`config.mk`:
```
export PLATFORM = sky130hd
export DESIGN_NAME = ascon_result_reader_flat
export DESIGN_NICKNAME = d
export VERILOG_FILES = /design/src/rtl/ascon_result_reader_if.sv /design/src/rtl/ascon_result_reader.sv /design/src/flat_wrapper.sv
export SDC_FILE = /design/constraint.sdc
export NUM_CORES = 2
export LEC_CHECK = 0
export BUFFER_PORTS_ARGS = -buffer_cell sky130_fd_sc_hd__buf_4
export CAP_MARGIN = 15
export CORE_MARGIN = 2
export CORE_UTILIZATION = 40
export CTS_CLUSTER_SIZE = 8
export DETAILED_ROUTE_END_ITERATION = 10
export HOLD_SLACK_MARGIN = 0.15
export PLACE_DENSITY = 0.74
export SYNTH_ARGS = -nofsm -noshare
export SYNTH_HDL_FRONTEND = slang
export SYNTH_SLANG_ARGS = --single-unit
```
`constraint.sdc`:
```
create_clock -name clk -period 3.3 [get_ports clk]
set_clock_uncertainty 0.05 [all_clocks]
set_input_delay 0.33 -clock clk [delete_from_list [all_inputs] [get_ports clk]]
set_output_delay 0.33 -clock clk [all_outputs]
set_load 0.02 [all_outputs]
```
`src/rtl/ascon_result_reader_if.sv`:
```
// Word stream from the ASCON result reader to the PS-side readback path.
// The reader drives the word, its index and the valid/last flags; the
// consumer answers with ready.
interface ascon_result_reader_if;
    logic [31:0] dout;
    logic        dout_valid;
    logic        dout_ready;
    logic        dout_last;
    logic [4:0]  word_idx;

    modport master (
        output dout,
        output dout_valid,
        output dout_last,
        output word_idx,
        input  dout_ready
    );

    modport slave (
        input  dout,
        input  dout_valid,
        input  dout_last,
        input  word_idx,
        output dout_ready
    );
endinterface

```
`src/rtl/ascon_result_reader.sv`:
```
// ASCON result reader.
// After a start request it waits LATENCY cycles for the core outputs to
// settle, snapshots ciphertext+tag and plaintext, then streams them out as
// twenty 32-bit words, most significant word first: twelve ciphertext/tag
// words followed by eight plaintext words. An all-ones plaintext is the
// core's tag-failure marker and clears auth_ok.
module ascon_result_reader #(
    parameter int LATENCY = 64,
    parameter int CNT_W   = 8
) (
    input  logic                          clk,
    input  logic                          rst,
    input  logic                          i_start,
    input  logic [383:0]                  i_ct_in,
    input  logic [255:0]                  i_pt_in,
    output logic                          o_busy,
    output logic                          o_done,
    output logic                          o_auth_ok,
    ascon_result_reader_if.master         dout_if
);

    localparam logic [CNT_W-1:0] LP_CNT_LAST  = CNT_W'(LATENCY - 1);
    localparam logic [4:0]       LP_LAST_WORD = 5'd19;

    typedef enum logic [1:0] {
        ST_IDLE,
        ST_WAIT,
        ST_STREAM,
        ST_FIN
    } state_t;

    state_t           r_state;
    state_t           w_nextState;
    logic [CNT_W-1:0] r_cnt;
    logic [383:0]     r_snapCt;
    logic [255:0]     r_snapPt;
    logic             r_authOk;
    logic [4:0]       r_wordIdx;

    logic             w_waitDone;
    logic             w_handshake;
    logic             w_lastWord;
    logic [639:0]     w_stream;
    logic [9:0]       w_bitTop;

    // The snapshot is taken on the last WAIT edge; a handshake only counts in STREAM.
    assign w_waitDone  = (r_state == ST_WAIT) && (r_cnt == LP_CNT_LAST);
    assign w_handshake = (r_state == ST_STREAM) && dout_if.dout_ready;
    assign w_lastWord  = (r_wordIdx == LP_LAST_WORD);

    // Ciphertext+tag followed by plaintext forms one big-endian 640-bit message.
    assign w_stream = {r_snapCt, r_snapPt};
    assign w_bitTop = 10'd639 - {r_wordIdx, 5'd0};

    // State register; reset abandons any run in progress.
    always_ff @(posedge clk) begin
        if (rst) begin
            r_state <= ST_IDLE;
        end else begin
            r_state <= w_nextState;
        end
    end

    // Next-state logic: start only matters in IDLE, FIN always lasts one cycle.
    always_comb begin
        w_nextState = r_state;
        case (r_state)
            ST_IDLE: begin
                if (i_start) begin
                    w_nextState = ST_WAIT;
                end
            end
            ST_WAIT: begin
                if (w_waitDone) begin
                    w_nextState = ST_STREAM;
                end
            end
            ST_STREAM: begin
                if (w_handshake && w_lastWord) begin
                    w_nextState = ST_FIN;
                end
            end
            ST_FIN: begin
                w_nextState = ST_IDLE;
            end
            default: begin
                w_nextState = ST_IDLE;
            end
        endcase
    end

    // Settle counter: held at zero while idle so every WAIT starts from zero.
    always_ff @(posedge clk) begin
        if (rst) begin
            r_cnt <= '0;
        end else if (r_state == ST_WAIT) begin
            r_cnt <= r_cnt + 1'b1;
        end else begin
            r_cnt <= '0;
        end
    end

    // Snapshot of the core outputs and the authentication verdict for this run.
    always_ff @(posedge clk) begin
        if (rst) begin
            r_snapCt <= '0;
            r_snapPt <= '0;
            r_authOk <= 1'b0;
        end else if (w_waitDone) begin
            r_snapCt <= i_ct_in;
            r_snapPt <= i_pt_in;
            r_authOk <= (i_pt_in != '1);
        end
    end

    // Word index: advances per accepted word, parks on 19 through FIN.
    always_ff @(posedge clk) begin
        if (rst) begin
            r_wordIdx <= '0;
        end else begin
            case (r_state)
                ST_WAIT: begin
                    if (w_waitDone) begin
                        r_wordIdx <= '0;
                    end
                end
                ST_STREAM: begin
                    if (w_handshake && !w_lastWord) begin
                        r_wordIdx <= r_wordIdx + 5'd1;
                    end
                end
                ST_FIN: begin
                    r_wordIdx <= '0;
                end
                default: begin
                    r_wordIdx <= r_wordIdx;
                end
            endcase
        end
    end

    // Status and stream outputs decoded from state and the snapshot.
    always_comb begin
        o_busy             = (r_state != ST_IDLE);
        o_done             = (r_state == ST_FIN);
        o_auth_ok          = r_authOk;
        dout_if.dout_valid = (r_state == ST_STREAM);
        dout_if.dout_last  = (r_state == ST_STREAM) && w_lastWord;
        dout_if.word_idx   = r_wordIdx;
        dout_if.dout       = w_stream[w_bitTop -: 32];
    end

endmodule

```
`src/flat_wrapper.sv`:
```
// flat-port wrapper written by rule: the top's interface ports become plain ports
module ascon_result_reader_flat 
#(
    parameter int LATENCY = 64,
    parameter int CNT_W   = 8
)
  (clk, rst, i_start, i_ct_in, i_pt_in, o_busy, o_done, o_auth_ok, dout_if_dout, dout_if_dout_valid, dout_if_dout_last, dout_if_word_idx, dout_if_dout_ready);
  ascon_result_reader_if dout_if_i ();
  input  logic clk;
  input  logic rst;
  input  logic i_start;
  input  logic [383:0] i_ct_in;
  input  logic [255:0] i_pt_in;
  output logic o_busy;
  output logic o_done;
  output logic o_auth_ok;
  output wire logic [$bits(dout_if_i.dout)-1:0] dout_if_dout;
  output wire logic [$bits(dout_if_i.dout_valid)-1:0] dout_if_dout_valid;
  output wire logic [$bits(dout_if_i.dout_last)-1:0] dout_if_dout_last;
  output wire logic [$bits(dout_if_i.word_idx)-1:0] dout_if_word_idx;
  input wire logic [$bits(dout_if_i.dout_ready)-1:0] dout_if_dout_ready;
  assign dout_if_dout = dout_if_i.dout;
  assign dout_if_dout_valid = dout_if_i.dout_valid;
  assign dout_if_dout_last = dout_if_i.dout_last;
  assign dout_if_word_idx = dout_if_i.word_idx;
  assign dout_if_i.dout_ready = dout_if_dout_ready;
  ascon_result_reader #(.LATENCY(LATENCY), .CNT_W(CNT_W)) u_core (.clk(clk), .rst(rst), .i_start(i_start), .i_ct_in(i_ct_in), .i_pt_in(i_pt_in), .o_busy(o_busy), .o_done(o_done), .o_auth_ok(o_auth_ok), .dout_if(dout_if_i));
endmodule
```
==> impl_metrics.env <==
export IMPL_status="complete, no violations"
export IMPL_synth_seq_area_share_pct=46.7
export IMPL_cts_tree="yes"
export IMPL_fin_nets=5255
export IMPL_crit_top_cell="buf_4"
export IMPL_p_leak_nw=15.9
export IMPL_netlist_area_um2=28100
export IMPL_required_ps=2920
export IMPL_antenna_found_initial=25
export IMPL_rows=97
export IMPL_worst_r2r_path_depth=8
export IMPL_dr_pass1_iters=6
export IMPL_insertion_delay_ps=640
export IMPL_viasPerCell=5.83
export IMPL_core_um2=69800
export IMPL_hold_violations=0
export IMPL_synth_largest_type_area_fraction_pct=46.7
export IMPL_min_period_ps=3280
export IMPL_end_kind="primary output"
export IMPL_ff_latch_area_um2=13100
export IMPL_r2r_end="u_core.r_snapCt[240]"
export IMPL_fin_crit_sh_pct=99.3
export IMPL_yosys_top_cells_area="dfxtp_1, nand2_1, mux4_2"
export IMPL_slew_viol_final=0
export IMPL_syn_num_nets=4019
export IMPL_setup_violations=0
export IMPL_tns_ps=0
export IMPL_crit_path_start="u_core.dout_if.word_idx[0]"
export IMPL_multi_input_area_um2=14000
export IMPL_dieArea_um2=72500
export IMPL_syn_to_final_growth_pct=55.0
export IMPL_final_cell_count_no_fill=5583
export IMPL_rsz0062_at_grt="true"
export IMPL_numPortBuffers=685
export IMPL_gp_congestion=0.968
export IMPL_ant_nets=0
export IMPL_synthFlopType="dfxtp_1"
export IMPL_die_h_um=269
export IMPL_clock_fmax_mhz=305
export IMPL_critical_path_class="flop to primary output"
export IMPL_num_io_pins=686
export IMPL_synth_cell_types=32
export IMPL_yosysMostFrequentCell="nand2_1"
export IMPL_worstMarginPinSlew_ps=868
export IMPL_arrival_ps=2900
export IMPL_synth_edf_count=0
export IMPL_track_usage_pct=35.9
export IMPL_crit_fanout=10
export IMPL_routedWlPerCell_um=24.2
export IMPL_async_reset_ff_share_pct=0
export IMPL_initial_utilization_pct=40.3
export IMPL_fill_cells=5142
export IMPL_rrSetupSlack_ps=580
export IMPL_syn_inst=3366
export IMPL_holdPathStages=5
export IMPL_cpPeakStageDelay_ps=580
export IMPL_p_sw_mw=5.11
export IMPL_grt_ovfl_total=0
export IMPL_p_sw_share_pct=25.6
export IMPL_vias=32500
export IMPL_fin_util_pct=62.5
export IMPL_power_frac_comb_pct=17.1
export IMPL_slowest_stage="mux4_2"
export IMPL_hold_class="input port to flop"
export IMPL_critPathBufInv=4
export IMPL_grt_pass1_wl_um=198000
export IMPL_postSynthAreaPerCell_um2=8.36
export IMPL_reg2reg_from="u_core.r_cnt[0]"
export IMPL_place_ws_ps=275
export IMPL_path_clk_slew_ps=50
export IMPL_path_depth=7
export IMPL_ys_top_cells_by_count="nand2_1, a21oi_1, dfxtp_1"
export IMPL_cts_sinks=656
export IMPL_cap_viol_max_count=0
export IMPL_critical_path_endpoint="dout_if_dout[30]"
export IMPL_ctsHtreeMaxLevel=3
export IMPL_dr_first_iter_drc_count=4888
export IMPL_worst_slack_ps=24.3
export IMPL_critPathTopFamily="buffers and inverters"
export IMPL_p_per_area_nw_per_um2=458
export IMPL_vdd_drop_max_v=0.000385
export IMPL_clk_path_buf_depth=3
export IMPL_relSlewSlack_pct=42.1
export IMPL_place_inst=4784
export IMPL_power_frac_seq_pct=40.1
export IMPL_ys_seq_elements=656
export IMPL_yosys_area_top_type="dfxtp_1"
export IMPL_cp_cell_sequence="buf_4 > buf_6 > buf_4 > mux4_2 > a21oi_1 > o22ai_1 > buf_4"
export IMPL_root_buffer="clkbuf_16"
export IMPL_dieWidth_um=269
export IMPL_drive_gt1_share_pct=23.8
export IMPL_intPower_mw=14.9
export IMPL_grt_start_max_net_pins=151
export IMPL_cts_made_buffers=92
export IMPL_grt_pass1_vias=32600
export IMPL_dp_hpwl_um=84700
export IMPL_drc=0
export IMPL_routed_wl_um=135000
export IMPL_p_clk_share_pct=42.8
export IMPL_synth_warnings=0
export IMPL_crit_path_start_kind="flop"
export IMPL_power_mw=20.0
what timing repair did:
item,4_1_cts,5_1_grt
hold endpoints to repair,642,0
gates resized for setup,42,20
gates cloned,3,0
hold buffers,643,0
setup buffers,9,9
pin swaps,0,1
setup endpoints to repair,32,24
worst min-delay path by stage:
| stage | start | to |
|---|---|---|
| global placement | u_core.r_snapPt[200] | u_core.r_snapPt[200] |
| CTS | dout_if_dout_ready | u_core.r_state[0] |
| floorplan | u_core.r_cnt[0] | u_core.r_cnt[0] |
| global route | dout_if_dout_ready | u_core.r_state[0] |
| detailed placement | u_core.r_snapPt[166] | u_core.r_snapPt[166] |
| finish | dout_if_dout_ready | u_core.r_state[0] |
power groups by stage:
stage | logic, mW | clock network [mW] | registers, mW
6_report | 3.42 | 8.54 | 8.01
5_1_grt | 3.58 | 8.87 | 8.00
4_1_cts | 3.32 | 8.53 | 8.01
3_5_place_dp | 2.42 | 0 | 8.22
3_3_place_gp | 2.40 | 0 | 8.22
2_1_floorplan | 1.34 | 0 | 8.14
area by class of cell:
class                           instances  area share, %
Inverter                                8         0.0689
Sequential cell                       656           30.1
Antenna cell                           28          0.161
Clock buffer                           99           5.34
Timing Repair Buffer                 1416           29.1
Clock inverter                          8          0.359
Multi-Input combinational cell       2428           32.2
Tap cell                              940           2.70
state kept, by name, indices dropped and copies added, names as in the netlist:
register / cells
u_core.r_snapPt: 256
u_core.r_snapCt: 384
u_core.o_auth_ok: 1
u_core.r_cnt: 8
u_core.dout_if.word_idx: 5
u_core.r_state: 2
logic make-up (layout without fill, tap and decap cells):
kind of cell	count (synthesis)	after routing	share of synthesized area (%)
fa+ha+maj	9	9	0.400
xor+xnor	12	13	0.373
buf+inv	283	1531	4.58
other cells	0	28	0
simple gates	1470	1470	20.5
compound gates	741	741	13.4
flops	656	656	46.7
mux	195	195	14.1
tightest hold or removal path, cell delays in order:
cell     delay, ps
buf_4          110
nand4_1         90
a221o_2        180
mux2i_1         70
nor2_1          70
per-stage QoR:
stage	hold slack [ps]	instance area (um2)
CTS	180	43400
detailed placement	394	34100
finish	207	43600
global placement	389	34100
global route	227	43600
floorplan	376	28100
metal layers:
| layer | global-route usage [%] | wire length, um |
|---|---|---|
| met4 | 25.1 | 10600 |
| met5 | 0.0658 | 41 |
| met1 | 44.1 | 49400 |
| met3 | 8.83 | 14500 |
| met2 | 55.4 | 60700 |
placed cells by master, fill, tap and decap left out, types with 3 or more instances in the layout:
master / count
nand2_1: 1347
buf_4: 739
a21oi_1: 677
dfxtp_1: 653
dlygate4sd3_1: 643
mux4_2: 160
clkbuf_16: 92
nand4_1: 69
mux2i_1: 30
diode_2: 28
a21oi_2: 26
buf_12: 23
nor2_1: 20
o22ai_1: 19
nor4_1: 18
o22ai_2: 12
ha_1: 8
inv_1: 7
clkbuf_1: 7
xnor2_1: 6
buf_16: 5
mux2i_2: 4
nand3_1: 4
xor2_1: 4
buf_6: 4
clkinv_16: 3
No activity file was read; power rests on OpenSTA's default activity.
